==> src/rtl/fetch_ctrl.sv <==
// Fetch sequencer: owns the fetch PC, bounds in-flight imem requests and tracks
// instruction-buffer credits. Optional perf counters are enabled by FETCH_CTRL_PERF_EN.
module fetch_ctrl #(
    parameter int                     CPU_ADDR_BITS     = 32,
    parameter int                     FETCH_WIDTH       = 2,
    parameter int                     INST_BUFFER_DEPTH = 8,
    parameter logic [CPU_ADDR_BITS-1:0] RESET_PC        = '0,
    parameter int                     MAX_INFLIGHT      = 4,
    parameter int                     BUF_DEPTH         = INST_BUFFER_DEPTH
) (
    input  logic                               clk,
    input  logic                               rst_n,
    input  logic                               redirect_val,
    input  logic [CPU_ADDR_BITS-1:0]           redirect_pc,
    output logic                               imem_req_val,
    output logic [CPU_ADDR_BITS-1:0]           imem_req_addr,
    input  logic                               imem_req_rdy,
    input  logic                               imem_resp_val,
    output logic                               buf_wr_val,
    output logic [CPU_ADDR_BITS-1:0]           buf_wr_pc,
    input  logic                               buf_deq,
    output logic                               buf_flush,
    output logic [$clog2(MAX_INFLIGHT+1)-1:0]  inflight_cnt,
    output logic [31:0]                        perf_issued,
    output logic [31:0]                        perf_dropped
);

    localparam int CNT_W  = $clog2(MAX_INFLIGHT + 1);
    localparam int PTR_W  = $clog2(MAX_INFLIGHT);
    localparam int CRED_W = $clog2(BUF_DEPTH);

    localparam logic [CRED_W-1:0]        CRED_MAX   = CRED_W'(BUF_DEPTH - 1);
    localparam logic [CNT_W-1:0]         INF_MAX    = CNT_W'(MAX_INFLIGHT);
    localparam logic [CPU_ADDR_BITS-1:0] PC_STEP    = CPU_ADDR_BITS'(4 * FETCH_WIDTH);
    localparam logic [CPU_ADDR_BITS-1:0] ALIGN_MASK = CPU_ADDR_BITS'(3);

    // r_run stays low for the first cycle after reset release so outputs are quiet
    // during reset and the first request appears one cycle after release.
    logic                     r_run;
    logic [CPU_ADDR_BITS-1:0] r_fetch_pc;
    logic [CRED_W-1:0]        r_credits;
    logic [CNT_W-1:0]         r_inflight;
    logic [PTR_W-1:0]         r_head;
    logic [PTR_W-1:0]         r_tail;
    logic [CPU_ADDR_BITS-1:0] r_q_pc   [MAX_INFLIGHT];
    logic                     r_q_live [MAX_INFLIGHT];

    logic                     w_issue_ok;
    logic                     w_accept;
    logic                     w_pop;
    logic                     w_redirect;
    logic                     w_deq;
    logic                     w_head_live;
    logic                     w_wr_val;
    logic [CPU_ADDR_BITS-1:0] w_head_pc;
    logic [CPU_ADDR_BITS-1:0] w_redirect_target;
    logic [CRED_W-1:0]        w_credits_next;
    logic [CNT_W-1:0]         w_inflight_next;
    logic [MAX_INFLIGHT-1:0]  w_push_sel;

    assign w_issue_ok = r_run && !redirect_val && (r_credits != '0) && (r_inflight != INF_MAX);
    assign w_accept   = w_issue_ok && imem_req_rdy;
    // A response with nothing outstanding is a protocol violation and is ignored.
    assign w_pop      = r_run && imem_resp_val && (r_inflight != '0);
    assign w_redirect = r_run && redirect_val;
    assign w_deq      = r_run && buf_deq && !redirect_val;

    assign w_head_pc         = r_q_pc[r_head];
    assign w_head_live       = r_q_live[r_head];
    assign w_wr_val          = w_pop && w_head_live && !redirect_val;
    assign w_redirect_target = redirect_pc & ~ALIGN_MASK;

    assign imem_req_val  = w_issue_ok;
    assign imem_req_addr = r_run ? r_fetch_pc : '0;
    assign buf_wr_val    = w_wr_val;
    assign buf_wr_pc     = w_wr_val ? w_head_pc : '0;
    assign buf_flush     = w_redirect;
    assign inflight_cnt  = r_inflight;

    always_comb begin
        w_credits_next = r_credits;
        if (w_redirect) begin
            w_credits_next = CRED_MAX;
        end else if (w_accept && !w_deq) begin
            w_credits_next = r_credits - CRED_W'(1);
        end else if (!w_accept && w_deq && (r_credits != CRED_MAX)) begin
            w_credits_next = r_credits + CRED_W'(1);
        end
    end

    always_comb begin
        w_inflight_next = r_inflight;
        if (w_accept && !w_pop) begin
            w_inflight_next = r_inflight + CNT_W'(1);
        end else if (!w_accept && w_pop) begin
            w_inflight_next = r_inflight - CNT_W'(1);
        end
    end

    always_ff @(posedge clk or negedge rst_n) begin
        if (!rst_n) begin
            r_run      <= 1'b0;
            r_fetch_pc <= RESET_PC;
            r_credits  <= CRED_MAX;
            r_inflight <= '0;
            r_head     <= '0;
            r_tail     <= '0;
        end else begin
            r_run      <= 1'b1;
            r_credits  <= w_credits_next;
            r_inflight <= w_inflight_next;
            if (w_redirect) begin
                r_fetch_pc <= w_redirect_target;
            end else if (w_accept) begin
                r_fetch_pc <= r_fetch_pc + PC_STEP;
            end
            // Pointers wrap naturally because MAX_INFLIGHT is a power of two.
            if (w_accept) begin
                r_tail <= r_tail + PTR_W'(1);
            end
            if (w_pop) begin
                r_head <= r_head + PTR_W'(1);
            end
        end
    end

    generate
        for (genvar gi = 0; gi < MAX_INFLIGHT; gi++) begin : g_tag_q
            assign w_push_sel[gi] = w_accept && (r_tail == PTR_W'(gi));

            // Redirect only clears the live bit; stale entries drain through their responses.
            always_ff @(posedge clk or negedge rst_n) begin
                if (!rst_n) begin
                    r_q_pc[gi]   <= '0;
                    r_q_live[gi] <= 1'b0;
                end else if (w_redirect) begin
                    r_q_live[gi] <= 1'b0;
                end else if (w_push_sel[gi]) begin
                    r_q_pc[gi]   <= r_fetch_pc;
                    r_q_live[gi] <= 1'b1;
                end
            end
        end
    endgenerate

`ifdef FETCH_CTRL_PERF_EN
    logic [31:0] r_perf_issued;
    logic [31:0] r_perf_dropped;

    always_ff @(posedge clk or negedge rst_n) begin
        if (!rst_n) begin
            r_perf_issued  <= '0;
            r_perf_dropped <= '0;
        end else begin
            if (w_accept) begin
                r_perf_issued <= r_perf_issued + 32'd1;
            end
            if (w_pop && !w_wr_val) begin
                r_perf_dropped <= r_perf_dropped + 32'd1;
            end
        end
    end

    assign perf_issued  = r_perf_issued;
    assign perf_dropped = r_perf_dropped;
`else
    assign perf_issued  = '0;
    assign perf_dropped = '0;
`endif

endmodule

==> config.mk <==
export PLATFORM = sky130hd
export DESIGN_NAME = fetch_ctrl
export DESIGN_NICKNAME = d
export VERILOG_FILES = /design/src/rtl/fetch_ctrl.sv
export SDC_FILE = /design/constraint.sdc
export NUM_CORES = 1
export LEC_CHECK = 0
export ABC_AREA = 1
export BUFFER_PORTS_ARGS = -buffer_cell sky130_fd_sc_hd__buf_2
export CAP_MARGIN = 20
export CORE_UTILIZATION = 51
export CTS_CLUSTER_DIAMETER = 60
export DETAILED_ROUTE_END_ITERATION = 8
export PLACE_DENSITY = 0.77
export SLEW_MARGIN = 30
export SYNTH_ARGS = -nofsm -noshare
export SYNTH_HDL_FRONTEND = slang
export SYNTH_SLANG_ARGS = --single-unit
==> constraint.sdc <==
create_clock -name clk -period 2 [get_ports clk]
set_input_delay 0.2 -clock clk [delete_from_list [all_inputs] [get_ports clk]]
set_output_delay 0.2 -clock clk [all_outputs]
set_load 0.05 [all_outputs]
==> results.cfg, run 1 <==
[final_layout]
fillers = 1570
area_growth_syn_to_layout_pct = 18.4
area_used_by_multi_input_combinational_logic_mm2 = 0.00434
ff_latch_area_mm2 = 0.00414
final_common_cell = sky130_fd_sc_hd__nand2_1
mostFrequentLayoutCells = 316 x sky130_fd_sc_hd__nand2_1, 158 x sky130_fd_sc_hd__dfrtp_1, 133 x sky130_fd_sc_hd__inv_1, 122 x sky130_fd_sc_hd__o21ai_0, 76 x sky130_fd_sc_hd__a21oi_1
layout.nets = 1404
post_route_cells_drive_above_1_share_pct = 20.2
num_antenna_cells = 0

[yosys]
yosys.area_share.xor_xnor_pct = 0.648
synth.lib_cells_used.distinct = 36
post_synth_inst_count = 1270
avgSynthCellArea_um2 = 7.45
synth_top_cell_area_share_pct = 42.8
synth-seq-area-share_pct = 43.7
synth_top_family_by_area = simple AND/OR/NAND/NOR gates
post_synth_main_area_contributors = sky130_fd_sc_hd__dfrtp_1 43%, sky130_fd_sc_hd__nand2_1 13%, sky130_fd_sc_hd__o21ai_0 7.0%
mappedNetlistArea_mm2 = 0.00946
synth.yosys.warnings = 0
synth.mux.area_fraction_pct = 0.119
synthSimpleGateAreaFrac_pct = 20.9
ys_seq_elements = 165
synth_adder_area_share_pct = 1.22
synth_largest_area_cell = sky130_fd_sc_hd__dfrtp_1
synth-compound-area-share_pct = 17.3

[die]
top_level_ports = 172
row_count = 49
initial_utilization_pct = 52.3
floorplan.die_area_mm2 = 0.0191
die_width_um = 138
core_box_area_mm2 = 0.0181
dieHeight_um = 138

[min_path]
min-delay-path-class = input pin to flip-flop

[place]
placement.setup.worst_slack_ns = 0.0437
globalplace.congestion = 0.941
dp.final_hpwl_mm = 17.2
buffer_ports.inserted = 101

[global_routing]
grt.overflow.total = 0
grt_pass1_wl_mm = 40.9
antenna_found_initial = 0
grt_pass1_vias = 8001
total_global_route_track_usage_pct = 27.4
maximum_number_of_pins_on_one_net_before_global_route_repair = 58

[run_status]
violations = DRC, setup timing
outcome = finished with violations

[power]
power_density_mw_per_mm2 = 1410
total_leakage_power_nw = 5.52
vdd_ir_drop_max_mv = 0.838

[run]
timing.max_cap.violations = 0

[timing]
totalNegativeSetupSlack_ns = -3.82
maximum_clock_rate_mhz = 462
layout_skew_ns = 0.0109
time_the_worst_path_needs_with_i_o_delays_and_setup_ns = 2.16
fin_ws_ns = -0.165
grt_setup_unrepaired = yes
final_max_slew_viol_count = 0
final.period_utilization_pct = 108
setup_viol = 31
finalHoldViolCount = 0

[clock_tree]
clockBufferDepth = 2
cts_buffers = 17
clock-sinks = 165
cts_root_buffer = sky130_fd_sc_hd__clkbuf_16
cts_tree = yes
cts.clk_slew.worst_paths_ns = 0.07
clk_latency_ns = 0.43
clock_tree.htree_level_count = 4

[worst_setup_path]
timing.critical_path.arrival_ns = 1.96
criticalPathCategory = flip-flop to output port
crit_required_ns = 1.80
worst_setup_path_start_kind = flip-flop
critical_path.endpoint_type = output port
crit_path_max_fanout = 17

[route]
final_routed_wirelength_mm = 25.2
route.detailed.drc = 24
total_vias_in_the_final_route = 8489
final_antenna_net_count = 0
vias_per_cell = 5.31
drt-initial-drc-count = 770
drt_pass1_iterations = 8
post_drt_wl_per_cell_um = 15.8
[per-stage QoR]
stage          cell area (um^2)  hold WS (ns)  std cells  total power, mW  util, %
2_1_floorplan              9860       -0.0956       1337             10.4        -
3_3_place_gp              10100         0.129       1555             11.7     56.1
3_5_place_dp              10100         0.136       1555             12.0     56.1
4_1_cts                   11100        0.0281       1595             15.6     61.4
5_1_grt                   11200        0.0348       1599             16.8     61.9
6_report                  11200        0.0465       1599             15.8     61.9
[critical path: stages, from the launching register on]
cell,delay (ns)
sky130_fd_sc_hd__dfrtp_1,0.42
sky130_fd_sc_hd__clkinvlp_4,0.17
sky130_fd_sc_hd__a21oi_2,0.12
sky130_fd_sc_hd__o21ai_1,0.08
sky130_fd_sc_hd__nand2_1,0.11
sky130_fd_sc_hd__nand2_4,0.11
sky130_fd_sc_hd__buf_12,0.19
sky130_fd_sc_hd__a21oi_4,0.14
sky130_fd_sc_hd__buf_6,0.17
[worst paths after layout]
path	end	slack (ns)	from	cells past startpoint
max	buf_wr_pc[16]	-0.16	r_head[1]	8
min	r_fetch_pc[4]	0.05	redirect_pc[4]	3
max reg2reg	inflight_cnt[2]	0.11	r_credits[2]	10
min reg2reg	r_q_pc[106]	0.48	r_q_pc[106]	2
max in group asynchronous	r_credits[0]	1.08	rst_n	3
min in group asynchronous	r_q_pc[49]	0.25	rst_n	2
[cells in the mapped netlist, drive strengths merged]
master	instances
xor2	5
o22ai	3
a21oi	108
conb	2
buf	120
dfrtp	162
a22oi	1
fa	2
or2	10
nand4	7
a31oi	1
nand3	74
o21ai	196
clkbuf	38
dfstp	3
nand2	321
mux2	1
inv	140
ha	6
o211ai	1
nor2	66
xnor2	2
and2	1
[state kept, by name (all words and copies together) (netlist names)]
signal and flops:
inflight_cnt 3, r_credits 3, r_fetch_pc 30, r_head 2
r_q_live 4, r_q_pc 120, r_run 1, r_tail 2
[final cells by class]
type,instances,area share [%]
clock buffers,21,4.02
clock inverters,10,1.13
inverters,140,4.80
multi-input cells,874,38.8
flip-flops and latches,165,36.9
well taps,229,2.56
repair buffers,160,11.8
[routing by layer]
metal  vias up  track usage [%]  wire (um)
li1       4076                -          -
met1      4049             36.0      10800
met2       332             45.8      12500
met3        32             5.16       1540
met4         0             8.93        385
met5         -                0          0
[repair_timing]
action,in CTS,in global routing
setup endpoints to repair,36,42
gates resized for setup,86,17
buffers inserted,6,4
pin swaps,1,2
hold buffers,2,0
hold endpoints to repair,33,0
cloned,1,0
[cell families after synthesis]
logic type / Yosys count
compound gates: 310
mux: 1
simple gates: 479
flops: 165
buf+inv: 298
xor+xnor: 7
other cells: 2
fa+ha+maj: 8
[power breakdown]
group / internal (mW) / switching (mW) / total, mW
registers: 4.77 / 1.03 / 5.80
logic: 2.15 / 4.56 / 6.70
clock network: 1.88 / 1.38 / 3.25
No activity file was read; power rests on OpenSTA's default activity.
==> inputs of run 2 (changes only) <==
Settings changed: CORE_MARGIN set to 4, REMOVE_ABC_BUFFERS set to 1.
==> run 2 against run 1 <==
Compared with the run above:
- the flow finishes with violations (setup timing)
- clock power rose by 9.5%
- maximum frequency rose by 3.2%
- power rose by 1.6%
- critical path depth fell by 1
- via count barely moved
- sequential cell count did not move
- wire length rose by 1.2%
- critical endpoint is now buf_wr_pc[21]
==> results.cfg, run 2 (synthesis gave the netlist of run 1 again) <==
[route]
total_vias_in_the_final_route = 8491
met3_wirelength_mm = 1.72
final_antenna_net_count = 0
final_routed_wirelength_mm = 25.5
route.layer.met1.wl_mm = 11.0
top_layer = met5
route.detailed.drc = 0
drt_pass1_iterations = 7
post_drt_wl_per_cell_um = 16.0
wl_met2_mm = 12.3
drt-initial-drc-count = 750
vias_per_cell = 5.32

[min_path]
hold_start = redirect_pc[4]
min_path_cells = 3
min-delay-path-class = input pin to flip-flop
worstHoldEndpoint = r_fetch_pc[4]

[run_status]
outcome = finished with violations
violations = setup timing

[timing]
setup_viol = 30
grt_setup_unrepaired = yes
relSlewSlack_pct = 65.8
maximum_clock_rate_mhz = 477
final_max_slew_viol_count = 0
max_slew.worst_pin.slew_ns = 0.514
layout_skew_ns = 0.00684
fin_ws_ns = -0.0966
timing.hold.ws_ns = 0.0716
totalNegativeSetupSlack_ns = -1.44
final.period_utilization_pct = 105
time_the_worst_path_needs_with_i_o_delays_and_setup_ns = 2.10
finalHoldViolCount = 0

[die]
top_level_ports = 172
die_width_um = 144
initial_utilization_pct = 52.3
core_box_area_mm2 = 0.0181
floorplan.die_area_mm2 = 0.0208
dieHeight_um = 144
row_count = 49

[final_layout]
mostFrequentLayoutCells = 316 x sky130_fd_sc_hd__nand2_1, 160 x sky130_fd_sc_hd__dfrtp_1, 135 x sky130_fd_sc_hd__inv_1, 122 x sky130_fd_sc_hd__o21ai_0, 79 x sky130_fd_sc_hd__a21oi_1
post_route_cells_drive_above_1_share_pct = 19.7
final_common_cell = sky130_fd_sc_hd__nand2_1
stdcell_area_mm2 = 0.0113
layout.core_utilization_pct = 62.5
layout.nets = 1402
num_antenna_cells = 0
largest_register_ff_count = 120
top_register_by_number_of_flip_flops = r_q_pc
area_growth_syn_to_layout_pct = 19.4
biggest_registers_after_layout = r_q_pc (120), r_fetch_pc (30), r_q_live (4)

[global_routing]
maximum_number_of_pins_on_one_net_before_global_route_repair = 61
total_global_route_track_usage_pct = 24.8
grt_pass1_vias = 8116
antenna_found_initial = 1
grt.overflow.total = 0
grt_pass1_wl_mm = 40.9

[worst_setup_path]
r2r_end = r_credits[2]
criticalPathCategory = flip-flop to output port
worst_r2r_path_depth = 9
timing.critical_path.arrival_ns = 1.90
critical_path.endpoint_type = output port
worst_setup_path_start_kind = flip-flop
crit_required_ns = 1.80
crit_path_max_fanout = 18
critical_path.reg2reg.startpoint = r_run
worst-r2r-setup-slack_ns = 0.01

[place]
globalplace.congestion = 0.956
dp.final_hpwl_mm = 17.3
buffer_ports.inserted = 101
placement.setup.worst_slack_ns = 0.0336
postPlaceCellArea_mm2 = 0.0100

[run]
timing.max_cap.violations = 0

[clock_tree]
clock_tree.htree_level_count = 4
cts_root_buffer = sky130_fd_sc_hd__clkbuf_16
cts_tree = yes
cts_buffers = 17
clock-sinks = 165
clockBufferDepth = 2
cts.clk_slew.worst_paths_ns = 0.06
clk_latency_ns = 0.43

[power]
power_density_mw_per_mm2 = 1420
vdd_ir_drop_max_mv = 0.879
total_leakage_power_nw = 5.60
==> run 2: cell types whose count changed in the layout (fill, tap and decap cells not counted), sizes merged <==
| cell | delta |
|---|---|
| buf | -10 |
| bufbuf | +1 |
| bufinv | +3 |
| clkbuf | +7 |
| clkinv | +3 |
| clkinvlp | -6 |
==> run 2: metal layers <==
metal / GRT usage (%) / vias up
li1: - / 4062
met2: 40.2 / 329
met4: 6.68 / 2
met3: 5.29 / 49
met1: 34.1 / 4049
met5: 0 / -
==> run 2: timing repair <==
action                     in CTS  in global routing
setup endpoints to repair      32                 53
pin swaps                       2                  0
resized for setup              86                 60
hold endpoints to repair       43                  0
gates cloned                    1                  1
setup buffers                   3                  4
hold buffers                    2                  0
==> run 2: how the worst max path moves through the flow <==
stage	to	cells after the start	from
floorplan	r_fetch_pc[4]	5	r_run
global placement	inflight_cnt[2]	10	r_credits[0]
detailed placement	inflight_cnt[2]	10	r_credits[0]
CTS	buf_wr_pc[20]	8	r_head[0]
global route	buf_wr_pc[4]	8	r_head[0]
finish	buf_wr_pc[21]	7	r_head[0]
==> run 2: worst max-delay path: stages, from the launching register on <==
cell and delay, ns:
sky130_fd_sc_hd__dfrtp_2 0.46, sky130_fd_sc_hd__a21oi_1 0.14, sky130_fd_sc_hd__o21ai_0 0.08, sky130_fd_sc_hd__nand2_1 0.14, sky130_fd_sc_hd__nand2_4 0.11, sky130_fd_sc_hd__buf_12 0.17
sky130_fd_sc_hd__a21oi_1 0.14, sky130_fd_sc_hd__buf_4 0.22
==> run 2: cell type report <==
| type | count | area (um^2) |
|---|---|---|
| clock buffer | 21 | 450 |
| clock inverter | 10 | 179 |
| fill | 1546 | 6790 |
| inverter | 140 | 534 |
| multi-input combinational | 874 | 4340 |
| sequential | 165 | 4140 |
| tap | 229 | 287 |
| timing repair buffer | 158 | 1370 |
==> run 2: metrics by stage <==
stage	std cells	power, mW
6_report	1597	16.0
5_1_grt	1597	17.1
4_1_cts	1592	15.6
3_5_place_dp	1555	11.8
3_3_place_gp	1555	11.5
2_1_floorplan	1179	9.79
==> run 2: power breakdown <==
group / internal (mW) / switching (mW)
Combinational: 2.13 / 4.52
Sequential: 4.77 / 1.03
Clock: 2.24 / 1.33
Total: 9.13 / 6.88
==> inputs of run 3 (changes only) <==
Settings changed: CTS_CLUSTER_SIZE set to 24, SKIP_LAST_GASP set to 1.
==> run 3 against run 2 <==
Compared with the run above:
- the flow still finishes with violations (setup timing)
- combinational power rose by 0.8%
- sequential cell count did not move
- largest power group unchanged
- worst setup slack better by 0.0012 ns
- clock power barely moved
- critical path depth stayed put
==> results.cfg, run 3 (synthesis gave the netlist of run 1 again) <==
[run_status]
outcome = finished with violations
violations = setup timing

[timing]
layout_skew_ns = 0.00830
max_slew.worst_pin.slew_ns = 0.514
maximum_clock_rate_mhz = 477
time_the_worst_path_needs_with_i_o_delays_and_setup_ns = 2.10
final_max_slew_viol_count = 0
finalHoldViolCount = 0
totalNegativeSetupSlack_ns = -1.74
grt_setup_unrepaired = yes
relSlewSlack_pct = 65.8
fin_ws_ns = -0.0954
final.period_utilization_pct = 105
setup_viol = 31

[worst_setup_path]
worst-r2r-setup-slack_ns = 0.02
critical_path.endpoint_type = output port
worst_r2r_path_depth = 10
timing.critical_path.cells = a21oi_1 -> o21ai_0 -> nand2_1 -> nand2_4 -> buf_12 -> a21oi_1 -> buf_4
crit_required_ns = 1.80
critical_path.reg2reg.startpoint = r_run
critical_path.endpoint = buf_wr_pc[9]
crit_path_start = r_head[0]
r2r_end = r_credits[2]
criticalPathCategory = flip-flop to output port
worst_setup_path_start_kind = flip-flop
crit_path_max_fanout = 18
timing.critical_path.arrival_ns = 1.90
critical_path.most_common_cell = sky130_fd_sc_hd__a21oi_1
longest_individual_stage_delay_on_the_worst_path_ns = 0.46
crit_slowest_cell = sky130_fd_sc_hd__dfrtp_2

[die]
die_width_um = 144
top_level_ports = 172
dieHeight_um = 144
core_box_area_mm2 = 0.0181
initial_utilization_pct = 52.3
floorplan.die_area_mm2 = 0.0208
row_count = 49

[clock_tree]
cts.clk_slew.worst_paths_ns = 0.06
cts_tree = yes
clock_tree.htree_level_count = 4
clock-sinks = 165
clockBufferDepth = 2
cts_root_buffer = sky130_fd_sc_hd__clkbuf_16
clk_latency_ns = 0.43
cts_buffers = 17

[global_routing]
grt_pass1_vias = 8133
grt.overflow.total = 0
grt_pass1_wl_mm = 40.9
antenna_found_initial = 1
total_global_route_track_usage_pct = 24.8
maximum_number_of_pins_on_one_net_before_global_route_repair = 61

[final_layout]
fillers = 1530
num_antenna_cells = 0
biggest_registers_after_layout = r_q_pc (120), r_fetch_pc (30), r_q_live (4)
post_route_cells_drive_above_1_share_pct = 19.9
final_common_cell = sky130_fd_sc_hd__nand2_1
largest_register_ff_count = 120
top_register_by_number_of_flip_flops = r_q_pc
area_used_by_multi_input_combinational_logic_mm2 = 0.00438
area_growth_syn_to_layout_pct = 19.7
ff_latch_area_mm2 = 0.00414
mostFrequentLayoutCells = 316 x sky130_fd_sc_hd__nand2_1, 160 x sky130_fd_sc_hd__dfrtp_1, 135 x sky130_fd_sc_hd__inv_1, 115 x sky130_fd_sc_hd__o21ai_0, 77 x sky130_fd_sc_hd__a21oi_1
layout.nets = 1403

[min_path]
min-delay-path-class = input pin to flip-flop

[power]
total_leakage_power_nw = 5.61
vdd_ir_drop_max_mv = 0.930
power_density_mw_per_mm2 = 1420

[route]
route.layer.met1.wl_mm = 11.1
total_vias_in_the_final_route = 8505
vias_per_cell = 5.32
final_antenna_net_count = 0
met3_wirelength_mm = 1.66
wl_met2_mm = 12.3
post_drt_wl_per_cell_um = 16.0
final_routed_wirelength_mm = 25.6
route.detailed.drc = 0
top_layer = met5
drt-initial-drc-count = 694
drt_pass1_iterations = 5

[run]
timing.max_cap.violations = 0

[place]
placement.setup.worst_slack_ns = 0.0336
buffer_ports.inserted = 101
globalplace.congestion = 0.956
dp.final_hpwl_mm = 17.3
-- run 3: routing by layer --
metal,track usage [%],vias to the layer above
li1,-,4067
met1,34.2,4072
met2,40.1,325
met3,5.16,39
met4,6.87,2
met5,0,-
-- run 3: where the power goes --
part	internal, mW	total (mW)	switching (mW)
logic	2.13	6.70	4.57
registers	4.77	5.80	1.03
clock network	2.24	3.56	1.32
-- run 3: how the worst min path moves through the flow --
stage                       to  depth (start not counted)  slack (ns)            from
2_1_floorplan  inflight_cnt[0]                          0        -0.1           rst_n
3_3_place_gp       r_q_pc[127]                          1        0.19           rst_n
3_5_place_dp        r_q_pc[87]                          1        0.20           rst_n
4_1_cts          r_fetch_pc[4]                          3        0.06  redirect_pc[4]
5_1_grt          r_fetch_pc[4]                          3        0.08  redirect_pc[4]
6_report         r_fetch_pc[4]                          3        0.08  redirect_pc[4]
-- run 3: what timing repair did --
| action | 4_1_cts | 5_1_grt |
|---|---|---|
| pin swaps | 2 | 3 |
| hold buffers | 2 | 0 |
| resized for setup | 77 | 73 |
| endpoints found under the hold margin | 43 | 0 |
| cloned | 1 | 1 |
| setup endpoints to repair | 32 | 59 |
| buffers inserted | 3 | 5 |
-- run 3: cell type report --
cell class	count	area share (%)
clock inverters	10	1.58
repair buffers	159	12.0
inverters	140	4.72
well taps	229	2.53
multi-input cells	874	38.6
clock buffers	21	3.98
flip-flops and latches	165	36.5
-- run 3: through the flow --
stage / power (mW) / hold slack [ns] / std cells / area [um^2] / utilization, %
2_1_floorplan: 9.79 / -0.0956 / 1179 / 8730 / -
3_3_place_gp: 11.5 / 0.195 / 1555 / 10000 / 55.4
3_5_place_dp: 11.8 / 0.199 / 1555 / 10000 / 55.4
4_1_cts: 15.6 / 0.0648 / 1592 / 11000 / 60.7
5_1_grt: 17.1 / 0.0798 / 1598 / 11300 / 62.6
6_report: 16.1 / 0.0756 / 1598 / 11300 / 62.6
-- run 3: critical path: cells and delay by family (launching register included) --
family,cells,cell delay [ns]
DFF,1,0.46
buffers and inverters,2,0.39
and+or+nand+nor,2,0.24
AOI/OAI and AO/OA,3,0.35
